$ cat src/rtl/wb_serializer_fifo_if.sv
// Wishbone slave bus bundle for wb_serializer_fifo: request, address/data and
// the registered ACK/ERR/read-data response.
// Ports: CYC_I, STB_I, WE_I, ADR_I[31:0], DAT_I[31:0] toward the slave;
//        DAT_O[31:0], ACK_O, ERR_O back toward the master.
interface wb_serializer_fifo_if;
  logic        CYC_I;
  logic        STB_I;
  logic        WE_I;
  logic [31:0] ADR_I;
  logic [31:0] DAT_I;
  logic [31:0] DAT_O;
  logic        ACK_O;
  logic        ERR_O;

  modport slave (
    input  CYC_I, STB_I, WE_I, ADR_I, DAT_I,
    output DAT_O, ACK_O, ERR_O
  );

  modport master (
    output CYC_I, STB_I, WE_I, ADR_I, DAT_I,
    input  DAT_O, ACK_O, ERR_O
  );
endinterface

$ cat src/rtl/wb_serializer_fifo.sv
// Wishbone-fed TX FIFO plus MSB-first bit serializer with programmable bit period.
// Latency: bus ACK/ERR one clock after request; first data bit 2 clocks after the TXDATA ack cycle from idle.
// Backpressure: TXDATA write into a full FIFO returns ERR_O, drops the word and sets sticky overflow.
// Ports: clk_i, rst_ni (sync, active-low); wb (slave modport: CYC/STB/WE/ADR/DAT in, DAT/ACK/ERR out);
//        data_o serial data, ena_o bit-valid, eot_o end-of-word pulse, irq_o idle-and-empty interrupt.
// Option: define SER_PARITY_EN to append an even-parity bit to every word (STATUS[4] reads 1).
module wb_serializer_fifo #(
  parameter int WORD_W     = 27,
  parameter int FIFO_DEPTH = 8,
  parameter int DIV_W      = 16,
  parameter int DIV_RST    = 0
) (
  input  logic                  clk_i,
  input  logic                  rst_ni,
  wb_serializer_fifo_if.slave   wb,
  output logic                  data_o,
  output logic                  ena_o,
  output logic                  eot_o,
  output logic                  irq_o
);

  localparam int AW = $clog2(FIFO_DEPTH);
  localparam int LW = AW + 1;
  localparam int BW = (WORD_W > 1) ? $clog2(WORD_W) : 1;
  localparam logic [DIV_W-1:0] DIV_INIT = DIV_W'(DIV_RST);
`ifdef SER_PARITY_EN
  localparam logic PAR_PRESENT = 1'b1;
`else
  localparam logic PAR_PRESENT = 1'b0;
`endif

  typedef enum logic [2:0] {
    S_IDLE,
    S_LOAD,
    S_SHIFT,
    S_PAR,
    S_EOT
  } state_t;

  state_t state_q, state_d;

  // Control register
  logic [DIV_W-1:0] div_q;
  logic             ie_q;
  logic             en_q;
  logic             ovf_q;

  // FIFO
  logic [WORD_W-1:0] mem [FIFO_DEPTH];
  logic [AW-1:0]     wptr, rptr;
  logic [LW-1:0]     level;
  logic              empty, full, push, pop;

  // Serializer datapath
  logic [WORD_W-1:0] shreg;
  logic [BW-1:0]     bitcnt;
  logic [DIV_W-1:0]  divcnt;
`ifdef SER_PARITY_EN
  logic              par_q;
`endif

  // Bus
  logic        req, req_q, fire;
  logic        ack_d, err_d, ack_q, err_q;
  logic        wr_ctrl, set_ovf, clr_ovf;
  logic [31:0] rdata, dat_q, ctrl_rd, status_rd;
  logic        unused_bits;

  assign empty = (level == '0);
  assign full  = (level == LW'(FIFO_DEPTH));
  assign pop   = (state_q == S_LOAD);

  // One response per rising edge of the request, even if STB_I is held.
  assign req  = wb.CYC_I & wb.STB_I;
  assign fire = req & ~req_q;

  assign unused_bits = ^{wb.ADR_I[31:4], wb.ADR_I[1:0], wb.DAT_I};

  always_comb begin
    ctrl_rd                = '0;
    ctrl_rd[DIV_W+1:0]     = {div_q, ie_q, en_q};
    status_rd              = '0;
    status_rd[15:8]        = 8'(level);
    status_rd[4]           = PAR_PRESENT;
    status_rd[3]           = (state_q != S_IDLE);
    status_rd[2]           = ovf_q;
    status_rd[1]           = full;
    status_rd[0]           = empty;
  end

  // Address decode; all side effects commit on the edge that raises ACK/ERR.
  always_comb begin
    ack_d   = 1'b0;
    err_d   = 1'b0;
    push    = 1'b0;
    wr_ctrl = 1'b0;
    set_ovf = 1'b0;
    clr_ovf = 1'b0;
    rdata   = '0;
    if (fire) begin
      unique case (wb.ADR_I[3:2])
        2'd0: begin
          if (wb.WE_I) begin
            // A pop on the same edge frees a slot, so a full FIFO can still accept.
            if (!full || pop) begin
              push  = 1'b1;
              ack_d = 1'b1;
            end else begin
              err_d   = 1'b1;
              set_ovf = 1'b1;
            end
          end else begin
            ack_d = 1'b1;
          end
        end
        2'd1: begin
          ack_d   = 1'b1;
          wr_ctrl = wb.WE_I;
          rdata   = ctrl_rd;
        end
        2'd2: begin
          ack_d   = 1'b1;
          clr_ovf = wb.WE_I & wb.DAT_I[2];
          rdata   = status_rd;
        end
        default: err_d = 1'b1;
      endcase
    end
  end

  always_ff @(posedge clk_i) begin
    if (!rst_ni) begin
      req_q <= 1'b0;
      ack_q <= 1'b0;
      err_q <= 1'b0;
      dat_q <= '0;
      div_q <= DIV_INIT;
      ie_q  <= 1'b0;
      en_q  <= 1'b0;
      ovf_q <= 1'b0;
    end else begin
      req_q <= req;
      ack_q <= ack_d;
      err_q <= err_d;
      dat_q <= ack_d ? rdata : '0;
      if (wr_ctrl) begin
        div_q <= wb.DAT_I[DIV_W+1:2];
        ie_q  <= wb.DAT_I[1];
        en_q  <= wb.DAT_I[0];
      end
      if (set_ovf) ovf_q <= 1'b1;
      else if (clr_ovf) ovf_q <= 1'b0;
    end
  end

  assign wb.ACK_O = ack_q;
  assign wb.ERR_O = err_q;
  assign wb.DAT_O = dat_q;

  // FIFO storage carries no reset; pointers and level define its contents.
  always_ff @(posedge clk_i) begin
    if (push) mem[wptr] <= wb.DAT_I[WORD_W-1:0];
  end

  always_ff @(posedge clk_i) begin
    if (!rst_ni) begin
      wptr  <= '0;
      rptr  <= '0;
      level <= '0;
    end else begin
      if (push) wptr <= wptr + AW'(1);
      if (pop)  rptr <= rptr + AW'(1);
      unique case ({push, pop})
        2'b10:   level <= level + LW'(1);
        2'b01:   level <= level - LW'(1);
        default: level <= level;
      endcase
    end
  end

  // FSM: state register
  always_ff @(posedge clk_i) begin
    if (!rst_ni) state_q <= S_IDLE;
    else         state_q <= state_d;
  end

  // FSM: next state
  always_comb begin
    state_d = state_q;
    unique case (state_q)
      S_IDLE:  if (en_q && !empty) state_d = S_LOAD;
      S_LOAD:  state_d = S_SHIFT;
      S_SHIFT: begin
        if (divcnt == '0 && bitcnt == '0) begin
`ifdef SER_PARITY_EN
          state_d = S_PAR;
`else
          state_d = S_EOT;
`endif
        end
      end
      S_PAR:   if (divcnt == '0) state_d = S_EOT;
      S_EOT:   state_d = (en_q && !empty) ? S_LOAD : S_IDLE;
      default: state_d = S_IDLE;
    endcase
  end

  // FSM: outputs
  always_comb begin
    data_o = 1'b0;
    ena_o  = 1'b0;
    eot_o  = 1'b0;
    irq_o  = ie_q & empty & (state_q == S_IDLE);
    unique case (state_q)
      S_SHIFT: begin
        data_o = shreg[WORD_W-1];
        ena_o  = 1'b1;
      end
`ifdef SER_PARITY_EN
      S_PAR: begin
        data_o = par_q;
        ena_o  = 1'b1;
      end
`endif
      S_EOT:   eot_o = 1'b1;
      default: ;
    endcase
  end

  // Shift datapath; the divider is re-read at every reload so a DIV write lands on the next bit.
  always_ff @(posedge clk_i) begin
    if (!rst_ni) begin
      shreg  <= '0;
      bitcnt <= '0;
      divcnt <= '0;
`ifdef SER_PARITY_EN
      par_q  <= 1'b0;
`endif
    end else begin
      unique case (state_q)
        S_LOAD: begin
          shreg  <= mem[rptr];
          bitcnt <= BW'(WORD_W - 1);
          divcnt <= div_q;
`ifdef SER_PARITY_EN
          par_q  <= ^mem[rptr];
`endif
        end
        S_SHIFT: begin
          if (divcnt == '0) begin
            shreg  <= shreg << 1;
            divcnt <= div_q;
            if (bitcnt != '0) bitcnt <= bitcnt - BW'(1);
          end else begin
            divcnt <= divcnt - DIV_W'(1);
          end
        end
        S_PAR: begin
          if (divcnt == '0) divcnt <= div_q;
          else              divcnt <= divcnt - DIV_W'(1);
        end
        default: ;
      endcase
    end
  end

endmodule

$ cat src/flat_wrapper.sv
// flat-port wrapper written by rule: the top's interface ports become plain ports
module wb_serializer_fifo_flat 
#(
  parameter int WORD_W     = 27,
  parameter int FIFO_DEPTH = 8,
  parameter int DIV_W      = 16,
  parameter int DIV_RST    = 0
)
  (clk_i, rst_ni, data_o, ena_o, eot_o, irq_o, wb_CYC_I, wb_STB_I, wb_WE_I, wb_ADR_I, wb_DAT_I, wb_DAT_O, wb_ACK_O, wb_ERR_O);
  wb_serializer_fifo_if wb_i ();
  input  logic clk_i;
  input  logic rst_ni;
  output logic data_o;
  output logic ena_o;
  output logic eot_o;
  output logic irq_o;
  input wire logic [$bits(wb_i.CYC_I)-1:0] wb_CYC_I;
  input wire logic [$bits(wb_i.STB_I)-1:0] wb_STB_I;
  input wire logic [$bits(wb_i.WE_I)-1:0] wb_WE_I;
  input wire logic [$bits(wb_i.ADR_I)-1:0] wb_ADR_I;
  input wire logic [$bits(wb_i.DAT_I)-1:0] wb_DAT_I;
  output wire logic [$bits(wb_i.DAT_O)-1:0] wb_DAT_O;
  output wire logic [$bits(wb_i.ACK_O)-1:0] wb_ACK_O;
  output wire logic [$bits(wb_i.ERR_O)-1:0] wb_ERR_O;
  assign wb_i.CYC_I = wb_CYC_I;
  assign wb_i.STB_I = wb_STB_I;
  assign wb_i.WE_I = wb_WE_I;
  assign wb_i.ADR_I = wb_ADR_I;
  assign wb_i.DAT_I = wb_DAT_I;
  assign wb_DAT_O = wb_i.DAT_O;
  assign wb_ACK_O = wb_i.ACK_O;
  assign wb_ERR_O = wb_i.ERR_O;
  wb_serializer_fifo #(.WORD_W(WORD_W), .FIFO_DEPTH(FIFO_DEPTH), .DIV_W(DIV_W), .DIV_RST(DIV_RST)) u_core (.clk_i(clk_i), .rst_ni(rst_ni), .wb(wb_i), .data_o(data_o), .ena_o(ena_o), .eot_o(eot_o), .irq_o(irq_o));
endmodule
$ cat config.mk
export PLATFORM = sky130hd
export DESIGN_NAME = wb_serializer_fifo_flat
export DESIGN_NICKNAME = d
export VERILOG_FILES = /design/src/rtl/wb_serializer_fifo_if.sv /design/src/rtl/wb_serializer_fifo.sv /design/src/flat_wrapper.sv
export SDC_FILE = /design/constraint.sdc
export NUM_CORES = 1
export LEC_CHECK = 0
export CAP_MARGIN = 20
export CORE_ASPECT_RATIO = 0.7
export CORE_MARGIN = 2
export CORE_UTILIZATION = 58
export DETAILED_ROUTE_END_ITERATION = 10
export MAX_ROUTING_LAYER = met4
export PLACE_DENSITY = 0.79
export RECOVER_POWER = 25
export SLEW_MARGIN = 0
export SYNTH_ARGS = -nofsm -noshare
export SYNTH_HDL_FRONTEND = slang
export SYNTH_SLANG_ARGS = --single-unit
$ cat constraint.sdc
create_clock -name clk_i -period 4.8 [get_ports clk_i]
set_input_delay 0.48 -clock clk_i [delete_from_list [all_inputs] [get_ports clk_i]]
set_output_delay 0.48 -clock clk_i [all_outputs]
set_load 0.005 [all_outputs]
* Yosys cells after proc, flatten, opt, wreduce, memory -nomap -nowiden
Memory sizes are Yosys's and may differ from the RTL's. A register that Yosys moved wholly into a read port is not among the register bits.
Cells that the tools add are included.
** Storage, ports and cells
- Register bits :: 115
- Latch bits :: 0
- Memory bits (writable) :: 216
- Memory bits (read-only) :: 0
- Input bits :: 69
- Output and inout port bits :: 38
- Logic and storage cells :: 104
- Memories kept :: 1
** Cells by class
- Add/subtract/negate cells :: 6
- $mul :: 0
- Div/mod/pow operators :: 0
- Magnitude comparators :: 0
- Equal/unequal tests :: 14
- Shift-type cells :: 0
- Mux-type cells :: 39
- Bitwise operators :: 6
- Reduce and logical (&&, ||, !) cells :: 23
** Memories
- u_core.mem :: words 8, width 27, read ports 1, clocked after memory_dff 1, wr ports 1, RTL line wb_serializer_fifo.sv:49 : logic [WORD_W-1:0] mem [FIFO_DEPTH];
** Operator list (number)
- 27-bit one-hot mux with 2 select lines :: 1
- 18-bit one-hot mux with 2 select lines :: 1
- 16-bit one-hot mux with 2 select lines :: 1
- 27-bit 2-to-1 mux :: 1
- 1-bit 2-to-1 mux :: 22
- 16-bit logical NOT :: 1
- 16-bit 2-to-1 mux :: 1
- 16-bit by 1-bit subtractor with 16-bit output (second input constant) :: 1
- 3-bit 2-to-1 mux :: 5
- 3-bit one-hot mux with 5 select lines :: 1
- 5-bit 2-to-1 mux :: 2
- 2-bit by 1-bit != test with 1-bit output (second input constant) :: 5
- 5-bit one-hot mux with 2 select lines :: 1
- 3-bit AND reduction :: 3
- 4-bit one-hot mux with 2 select lines :: 1
- 2-bit nonzero test :: 4
- 3-bit by 1-bit adder with 3-bit output (second input constant) :: 2
- 3-bit by 2-bit == test with 1-bit output (second input constant) :: 2
- 1-bit AND :: 5
- 5-bit logical NOT :: 1
- 5-bit nonzero test :: 1
- 5-bit by 1-bit subtractor with 5-bit output (second input constant) :: 1
- 4-bit by 1-bit adder with 4-bit output (second input constant) :: 1
- 2-bit by 1-bit == test with 1-bit output (second input constant) :: 2
- other kinds (16) :: 22

* Logic depth before layout (Yosys ltp)
- Depth after elaboration :: 9
- Mapped depth :: 11

* Worst setup path before layout
Ideal clock, no wire load.
- Kind :: flip-flop to flip-flop
- Start point :: register u_core.state_q[0]
- End point :: memory u_core.mem[0][0] (enable)
- Arrival :: 3735 ps
- Data required time :: 4321 ps
- Setup slack :: 585 ps
- Stages on the path, launching flop included :: 6
- Buffers on the path :: 1
- Clock period less this slack :: 4215 ps
- Path through :: dfxtp_1 > or3b_1 > buf_2 > clkinv_4 > o211ai_4 > nor4_1
** On the way
- Longest elaborated chain between the ends :: 8
** Ends and longest elaborated chain
- from (decl) :: RTL line wb_serializer_fifo.sv:40 : state_t state_q, state_d;
- from (signal assigned) :: RTL line wb_serializer_fifo.sv:184 : else state_q <= state_d;
- 3-bit by 1-bit == test with 1-bit output :: RTL line wb_serializer_fifo.sv:71 : assign pop = (state_q == S_LOAD);
- 1-bit logical OR :: RTL line wb_serializer_fifo.sv:105 : if (!full || pop) begin
- 1-bit 2-to-1 mux :: RTL line wb_serializer_fifo.sv:105
- 1-bit 2-to-1 mux :: RTL line wb_serializer_fifo.sv:103 : if (wb.WE_I) begin
- 1-bit 2-to-1 mux :: RTL line wb_serializer_fifo.sv:101 : unique case (wb.ADR_I[3:2])
- 1-bit 2-to-1 mux :: RTL line wb_serializer_fifo.sv:100 : if (fire) begin
- 1-bit 2-to-1 mux :: RTL line wb_serializer_fifo.sv:162 : if (push) mem[wptr] <= wb.DAT_I[WORD_W-1:0];
- 1-bit 2-to-1 mux (implied by the code) :: RTL line wb_serializer_fifo.sv:162
- to (decl) :: RTL line wb_serializer_fifo.sv:49
Every way passes these cells.

* Final worst setup path
- Start point :: register u_core.level[0]
- End point :: output port irq_o
** On the way
- Longest elaborated chain between the ends :: 3
** Ends and longest elaborated chain
- from (decl) :: RTL line wb_serializer_fifo.sv:51 : logic [LW-1:0] level;
- from (signal assigned) :: RTL line wb_serializer_fifo.sv:174 : 2'b10: level <= level + LW'(1);
- from (signal assigned) :: RTL line wb_serializer_fifo.sv:175 : 2'b01: level <= level - LW'(1);
- from (signal assigned) :: RTL line wb_serializer_fifo.sv:176 : default: level <= level;
- 4-bit logical NOT :: RTL line wb_serializer_fifo.sv:69 : assign empty = (level == '0);
- 1-bit AND (2 in series) :: RTL line wb_serializer_fifo.sv:213 : irq_o = ie_q & empty & (state_q == S_IDLE);
- to (decl) :: RTL line flat_wrapper.sv:16 : output logic irq_o;
Every way passes these cells.

==> impl_metrics.toml <==
[setup_path]
rr_endpoint = "u_core.level[2]$_SDFFE_PN0P_"
critPathMaxFanout = 9
max_stage_delay_ns = 0.92
crit_slowest_cell = "nor4_1"
cp_top_family = "simple AND/OR/NAND/NOR gates"
reg2regPathDepth = 10
timing.rr.start = "u_core.state_q[1]$_SDFFE_PN0P_"
cp_num_buf_inv = 1
critPathLaunchType = "flip-flop"
crit_arrival_ns = 2.67
required_ns = 4.32
crit_path_end_kind = "output pin"
criticalPathCategory = "flip-flop to output pin"
regToRegSetupSlack_ns = 1.80
path_cells = "nor4_1 > and3_1 > clkdlybuf4s50_1"

[final_layout]
fin_util = 0.673
multiInputGateArea_mm2 = 0.00403
nFillCells = 1555
fin_area_mm2 = 0.0147
regArea_mm2 = 0.00857
areaGrowthSynthToFinish_pct = 13.1
final_cell_mix = "edfxtp_1, dfxtp_1, nand2_1"
fin_nets = 1127
final_common_cell = "edfxtp_1"
drive_above_1_share = 0.146

[clock_tree]
cts_root_buf = "clkbuf_16"
clk_pin_slew_worst_paths_ns = 0.07
cts-hold-fix-buffers = 0
cts_setup_buffers = 0
clkSinkCount = 320
cts_max_path_buffers = 3
h-tree-depth = 1
cts_resized = 0
insertion_delay_ns = 0.55
numCtsBuffers = 29
cts_tree = "built"

[placed_design]
hpwlAfterDp_um = 18100
gp_congestion = 0.949
dpl_cell_area_mm2 = 0.0137
io_buffers = 57
place_ws_ns = 1.59

[timing]
finalSetupViolations = 0
tightest_slew_ns = 1.06
report.final.slew_viol_count = 0
report.final.hold_viol_count = 0
setup_ws_ns = 1.65
fin_setup_tns_ns = 0
relSlewSlack = 0.290
fin_crit_sh = 0.655
fin_crit_ns = 3.15
max_freq_mhz = 318
rsz0062_at_grt = "false"
skew_ns = 0.0240

[logic_synthesis]
syn_area_mm2 = 0.0130
synth_seq_area_share = 0.661
post_synth.cell_area_avg_um2 = 13.0
synth-seq-cells = 320
yosys.area.top_type = "edfxtp_1"
synth_warnings = 0
synth.area.top_cells = "edfxtp_1, dfxtp_1, mux2_2"
synth.distinct_cells = 74
ys.flop_type = "edfxtp_1"
synth_edf_count = 216
async_flop_share = 0
synthCells = 1001
synth_top_area_frac = 0.500

[global_route]
grt_pass1_wl_um = 44800
grt-ovfl-total = 0
grt.total_usage = 0.254
grt_start_max_net_pins = 75
grt_pass1_vias = 7925
antenna_found_initial = 1

[outcome]
status = "completed"

[routing]
post-route-drc-count = 0
ant_nets = 0
drt_iter0_markers = 1023
viasPerCell = 6.26
wl_per_cell_um = 21.5
vias = 8459
wirelength_um = 29100
first_pass_iters = 5

[min_path]
worstHoldStart = "u_core.req_q$_SDFF_PN0_"
hold_depth = 1
min-delay-path-class = "flip-flop to flip-flop"
whs_endpoint = "u_core.wb.ERR_O$_SDFF_PN0_"

[power]
p_leak_nw = 4.94
ir_drop_uv = 306
power_density_mw_per_mm2 = 358
p_total_mw = 5.25

[die]
pin_count = 107
die_area_mm2 = 0.0236
dieWidth_um = 183
die_h_um = 129
initial_utilization = 0.595
coreArea_mm2 = 0.0218
rows = 45

[job]
maxCapViolCount = 0
[state kept, by name, summed over array words and instances, names as in the netlist, named ones only]
| register | flops |
|---|---|
| u_core.wb.DAT_O | 18 |
| u_core.en_q | 1 |
| u_core.ie_q | 1 |
| u_core.rptr | 3 |
| u_core.level | 4 |
| u_core.wb.ACK_O | 1 |
| u_core.wb.ERR_O | 1 |
| u_core.shreg | 27 |
| u_core.req_q | 1 |
| u_core.div_q | 16 |
| u_core.divcnt | 16 |
| u_core.mem | 216 |
| u_core.wptr | 3 |
| u_core.bitcnt | 5 |
| u_core.state_q | 3 |
| u_core.ovf_q | 1 |
[cell families after synthesis]
family,count (synthesis),synth area share
DFF,320,0.661
and+or+nand+nor,235,0.0949
other,1,0.000289
adders and majority gates,13,0.0125
AOI/OAI and AO/OA,269,0.136
xor gates and xnor gates,10,0.00676
buffers and inverters,93,0.0354
muxes,60,0.0532
[per-stage QoR]
step	hold slack, ns	instances
6_report	0.445	1352
5_1_grt	0.469	1350
4_1_cts	0.444	1348
3_5_place_dp	0.428	1294
3_3_place_gp	0.431	1294
2_1_floorplan	0.408	1014
[final cells by class]
cell class                      count  share of cell area
Antenna cell                        2            0.000341
Clock buffer                       42              0.0549
Clock inverter                     12             0.00666
Inverter                           13             0.00367
Multi-Input combinational cell    601               0.275
Sequential cell                   320               0.585
Tap cell                          282              0.0241
Timing Repair Buffer               80              0.0512
[synth_stat cells (3+ instances only)]
cell       instances
nand2b_1           6
nor3_1            17
dfxtp_1          104
o22ai_1           27
a2bb2oi_1          3
or3_1              7
clkbuf_1          35
xnor2_1            5
a221oi_2           3
a211oi_1           3
buf_4             16
inv_1             11
o21ai_1           21
nor2_1            43
ha_1              13
a31oi_1            7
or4_1              3
nor4_1             3
nand4_1            5
mux2i_1            7
a22oi_1           56
and2_1             3
a21oi_1           56
and3_1            14
nor4b_2            3
a221oi_1          25
nand2_1           93
o21a_1             5
buf_1              3
buf_2             24
nand3_1           13
mux2_2            50
xor2_1             5
edfxtp_1         216
nor3_2             4
o21ai_0           46
[layer usage]
layer,track usage,wire (um)
met3,0.0436,2640
met2,0.361,12900
met4,0.0527,299
met5,-,0
met1,0.388,13300
[worst max-delay path by stage]
| stage | start | end | slack, ns | cells after the start |
|---|---|---|---|---|
| floorplan | u_core.state_q[0]$_SDFFE_PN0P_ | u_core.mem[0][0]$_DFFE_PP_ | 0.59 | 5 |
| global placement | wb_WE_I | u_core.mem[1][6]$_DFFE_PP_ | 1.70 | 5 |
| detailed placement | wb_WE_I | u_core.mem[1][26]$_DFFE_PP_ | 1.59 | 5 |
| CTS | u_core.level[0]$_SDFFE_PN0P_ | irq_o | 1.74 | 3 |
| global route | u_core.level[0]$_SDFFE_PN0P_ | irq_o | 1.52 | 3 |
| finish | u_core.level[0]$_SDFFE_PN0P_ | irq_o | 1.65 | 3 |
[power by group]
| part | total [mW] | internal (mW) | switching [mW] |
|---|---|---|---|
| Sequential | 2.95 | 2.94 | 0.00401 |
| Combinational | 0.102 | 0.0333 | 0.0686 |
| Clock | 2.20 | 1.22 | 0.976 |
[worst reg2reg max path, delay by kind of cell (launching register included)]
family	cells	cell delay [ns]
buffers and inverters	1	0.23
adders and majority gates	2	0.56
AOI/OAI and AO/OA	3	0.82
xor gates and xnor gates	2	0.20
DFF	1	0.45
and+or+nand+nor	2	0.69
(Power assumes the default switching activity.)
